==> src/rtl/bit_serializer.sv <==
// Parallel-to-serial front end: WIDTH-bit words in over valid/ready, one bit per enabled clock out.
// Define SER_FV_EN to compile the embedded SVA checks and covers.
module bit_serializer #(
  parameter int unsigned WIDTH     = 8,
  parameter bit          MSB_FIRST = 1'b1
) (
  input  logic             clk,
  input  logic             rst_n,
  input  logic [WIDTH-1:0] data_in,
  input  logic             data_valid,
  output logic             data_ready,
  input  logic             ser_en,
  output logic             ser_out,
  output logic             ser_valid,
  output logic             busy,
  output logic             word_done
);

  localparam int unsigned CW = $clog2(WIDTH);

  typedef enum logic {
    IDLE  = 1'b0,
    SHIFT = 1'b1
  } state_t;

  state_t           r_state;
  state_t           w_state_nxt;
  logic [WIDTH-1:0] r_shift;
  logic [WIDTH-1:0] w_shift_nxt;
  logic [CW-1:0]    r_bit_cnt;
  logic [CW-1:0]    w_bit_cnt_nxt;
  logic             r_word_done;
  logic             w_word_done_nxt;
  logic             w_accept;
  logic             w_last;

  assign w_last     = (r_bit_cnt == '0);
  assign busy       = (r_state == SHIFT);
  assign ser_valid  = busy && ser_en;
  assign data_ready = (r_state == IDLE) || (busy && w_last && ser_en);
  assign w_accept   = data_valid && data_ready;
  assign ser_out    = busy ? (MSB_FIRST ? r_shift[WIDTH-1] : r_shift[0]) : 1'b0;
  assign word_done  = r_word_done;

  always_ff @(posedge clk or negedge rst_n) begin
    if (!rst_n) begin
      r_state     <= IDLE;
      r_shift     <= '0;
      r_bit_cnt   <= '0;
      r_word_done <= 1'b0;
    end else begin
      r_state     <= w_state_nxt;
      r_shift     <= w_shift_nxt;
      r_bit_cnt   <= w_bit_cnt_nxt;
      r_word_done <= w_word_done_nxt;
    end
  end

  // An accept on the last-bit edge overrides the return to IDLE, giving bubble-free back-to-back words.
  always_comb begin
    w_state_nxt     = r_state;
    w_shift_nxt     = r_shift;
    w_bit_cnt_nxt   = r_bit_cnt;
    w_word_done_nxt = 1'b0;
    if (ser_valid) begin
      if (!w_last) begin
        w_shift_nxt   = MSB_FIRST ? {r_shift[WIDTH-2:0], 1'b0} : {1'b0, r_shift[WIDTH-1:1]};
        w_bit_cnt_nxt = r_bit_cnt - 1'b1;
      end else begin
        w_word_done_nxt = 1'b1;
        w_state_nxt     = IDLE;
      end
    end
    if (w_accept) begin
      w_shift_nxt   = data_in;
      w_bit_cnt_nxt = CW'(WIDTH - 1);
      w_state_nxt   = SHIFT;
    end
  end

`ifdef SER_FV_EN
  // Valid bits seen since the previous word_done; must equal WIDTH whenever word_done fires.
  logic [6:0] r_fv_cnt;

  always_ff @(posedge clk or negedge rst_n) begin
    if (!rst_n) r_fv_cnt <= '0;
    else        r_fv_cnt <= (word_done ? 7'd0 : r_fv_cnt) + {6'd0, ser_valid};
  end

  
  

  
  
  

  
  
  
  
`endif

endmodule

==> config.mk <==
export PLATFORM = sky130hd
export DESIGN_NAME = bit_serializer
export DESIGN_NICKNAME = d
export VERILOG_FILES = /design/src/rtl/bit_serializer.sv
export SDC_FILE = /design/constraint.sdc
export NUM_CORES = 1
export LEC_CHECK = 0
export CAP_MARGIN = 15
export CORE_MARGIN = 4
export CORE_UTILIZATION = 46
export CTS_BUF_LIST = sky130_fd_sc_hd__clkbuf_4 sky130_fd_sc_hd__clkbuf_8
export DETAILED_ROUTE_END_ITERATION = 8
export GPL_ROUTABILITY_DRIVEN = 0
export PLACE_DENSITY = 0.71
export SYNTH_ARGS = -nofsm -noshare
export SYNTH_HDL_FRONTEND = slang
export SYNTH_SLANG_ARGS = --single-unit
==> constraint.sdc <==
create_clock -name clk -period 1.69 [get_ports clk]
set_clock_uncertainty 0.05 [all_clocks]
set_input_delay 0.169 -clock clk [delete_from_list [all_inputs] [get_ports clk]]
set_output_delay 0.169 -clock clk [all_outputs]
set_load 0.005 [all_outputs]
==> results by group <==
Run status
  – Outcome: finished, final reports clean

Die
  – Core Footprint: 0.001783 mm^2
  – Die width: 52.13 um
  – Core Rows: 15
  – Die height: 52.13 um
  – Die area: 0.002718 mm^2
  – Initial Utilization: 50.25%
  – I/O pins: 17

Logic synthesis
  – Mapped cell area: 895.9 um^2
  – Post-Syn Instances: 84
  – Syn nets: 98
  – Syn Area/Cell: 10.66 um^2
  – Yosys cell types: 28
  – Register bit total from synthesis: 13
  – Yosys Warn Count: 0
  – Register area share after synthesis: 36.31%

Global route
  – Congestion Overflow GR: 0
  – First-pass GRT wire length: 3.450 mm
  – Initial antenna violation count: 0
  – Pin count of the biggest net entering global routing: 19
  – Vias in the first global route: 744
  – Global-route usage over all layers: 17.58%

STA
  – Final period util: 95.75%
  – Final setup violation count: 0
  – Shortest period the worst path allows: 1618 ps
  – Max-slew violations: 0
  – FMAX: 0.6180 GHz
  – Slew HR: 78.10%
  – Final hold vios: 0
  – WHS: 88.60 ps
  – Tightest Pin Transition: 327.5 ps
  – RSZ-0062 raised after global routing: true

CTS
  – Clock Path Buffers: 2
  – Clock transition at path regs: 90 ps
  – Clock root buffer: clkbuf_4
  – CTS tree: done
  – CTS Buf Count: 3
  – # H-tree levels: 1
  – CTS Hold Buffers Added: 0
  – # clock sinks: 13
  – Clk Latency, worst-skew pair: 280 ps

Cells and area
  – Antenna fix cells: 0
  – Filler Cells Inserted: 141
  – Final #Nets: 122
  – Finished Cell Area: 0.001207 mm^2
  – Share of layout cells above drive strength 1: 45.79%
  – Fin util: 67.72%
  – Synth-to-layout area growth: 34.78%
  – Fin cells: 132

Power
  – Worst VDD drop: 0.6924 mV
  – Pwr Total: 0.001404 W
  – Pwr dens: 1163 mW/mm^2
  – Leak Pwr: 0.5208 nW

Placement
  – Post-placement cell count: 127
  – Detailed placement HPWL: 1.453 mm
  – IO buf count: 16
  – Post-place instance area: 0.001121 mm^2

Worst setup path
  – Setup CP Type: reg -> out
  – CP Capture Type: output pin
  – Worst reg-to-reg setup slack: 80 ps
  – WP data required: 1470 ps
  – Worst R2R Start: r_bit_cnt[0]
  – Worst path cell trace: and2_1, clkdlybuf4s50_1
  – Critical Path AT: 1400 ps
  – RR Endpoint: r_shift[6]
  – R2R depth: 7
  – Crit path depth: 2
  – Worst-path maximum fanout: 8
  – Startpoint Class: flip-flop
  – Worst Path Buf+Inv: 1
  – CP peak stage delay: 500 ps
  – Crit path max-delay family: buffers and inverters
  – Crit path max-delay cell type: clkdlybuf4s50_1

Route
  – Drt pass-1 iters: 4
  – First DRT Iteration DRCs: 16
  – Vias: 754
  – Number of vias per cell: 5.712
  – # DRC: 0
  – Routed WL per cell: 15.65 um
  – DRT antenna net count: 0
  – Final WL: 2.066 mm

Worst hold path
  – Worst min path class: in -> async

Flow run
  – MaxCap Viol Count: 0
-- cells in the final DEF, fill, tap and decap left out, types with 2 or more instances in the layout --
cell / instances
nor3b_2: 4
a2bb2oi_1: 2
and2_1: 2
clkbuf_4: 3
mux2_4: 2
o221a_1: 2
o21ai_2: 4
and3b_2: 7
inv_1: 4
nand2_1: 4
o2bb2ai_1: 2
o21ai_1: 3
dfrtp_1: 12
nor3b_1: 3
clkdlybuf4s50_1: 15
buf_4: 7
o221a_2: 5
nor2_1: 2
mux2_2: 5
-- through the flow --
step	setup slack, ps	setup TNS, ps
CTS	1.677	0
global placement	74.80	0
finish	71.83	0
floorplan	84.44	0
global route	-12.00	-24.97
detailed placement	15.30	0
-- worst max path at each step --
stage	start	end	slack (ps)
final	busy	ser_valid	70
after global routing	r_bit_cnt[0]	r_shift[7]	-10
after CTS	r_bit_cnt[0]	r_shift[3]	2
after detailed placement	r_bit_cnt[1]	data_ready	20
after global placement	r_bit_cnt[1]	data_ready	70
after floorplan	r_bit_cnt[0]	r_shift[2]	80
-- synth_stat cells --
library cell   n  share of area, %
dfrtp_1       13                36
and3b_2        7               7.8
nor3b_1        7               5.9
o21ai_1        7               3.9
mux2_2         5               6.3
nand2_1        5               2.1
o221a_2        5               6.3
inv_1          4               1.7
a2bb2oi_1      3               2.9
and2_1         2               1.4
buf_2          2               1.1
buf_6          2               2.5
ha_1           2               2.8
mux2_4         2               3.4
nor2_1         2              0.84
nor2b_1        2               1.4
o221a_1        2               2.5
o2bb2ai_1      2               2.0
a211oi_1       1              0.84
a21o_1         1              0.84
a21oi_2        1              0.98
and3_1         1              0.70
buf_4          1              0.84
buf_8          1               1.7
clkbuf_1       1              0.42
nand2b_1       1              0.70
o21ba_2        1               1.1
or2b_1         1              0.84
-- metal layers --
layer	GRT usage (%)	share of wire [%]	up-vias
li1	-	-	357
met1	21.72	44	375
met2	28.66	50	18
met3	6.590	4.4	4
met4	4.681	1.3	0
met5	0	0	-
-- what timing repair did --
action / in CTS / in global routing
endpoints found under the hold margin: 0 / 0
pin swaps: 2 / 5
resized for setup: 5 / 15
buffers inserted: 2 / 0
setup endpoints to repair: 2 / 12
-- power by group --
part | switching, W | leakage, nW | internal [W] | total, W
registers | 0.0000944 | 0.143 | 0.000427 | 0.000521
clock network | 0.000110 | 0.0177 | 0.0000878 | 0.000198
logic | 0.000262 | 0.360 | 0.000423 | 0.000685
-- layout make-up --
type                            count  area (um^2)  share of cell area, %
Multi-Input combinational cell     60        553.0                  45.80
Sequential cell                    13        326.6                  27.05
Inverter                            4        15.01                  1.244
Timing Repair Buffer               26        254.0                  21.04
Tap cell                           25        31.28                  2.591
Clock inverter                      1        5.005                 0.4145
Clock buffer                        3        22.52                  1.865
-- sequential cells by signal (all words and copies together), names as in the netlist --
signal and cells:
busy 1, r_bit_cnt 3, r_shift 8, word_done 1
-- logic make-up (layout without fill, tap and decap cells) --
logic type | count (synthesis) | count (layout) | synth area share, %
flops | 13 | 13 | 36.31
mux | 7 | 7 | 9.637
fa+ha+maj | 2 | 2 | 2.793
compound gates | 23 | 23 | 21.37
buf+inv | 11 | 34 | 8.239
simple gates | 28 | 28 | 21.65
(Power assumes the default switching activity.)
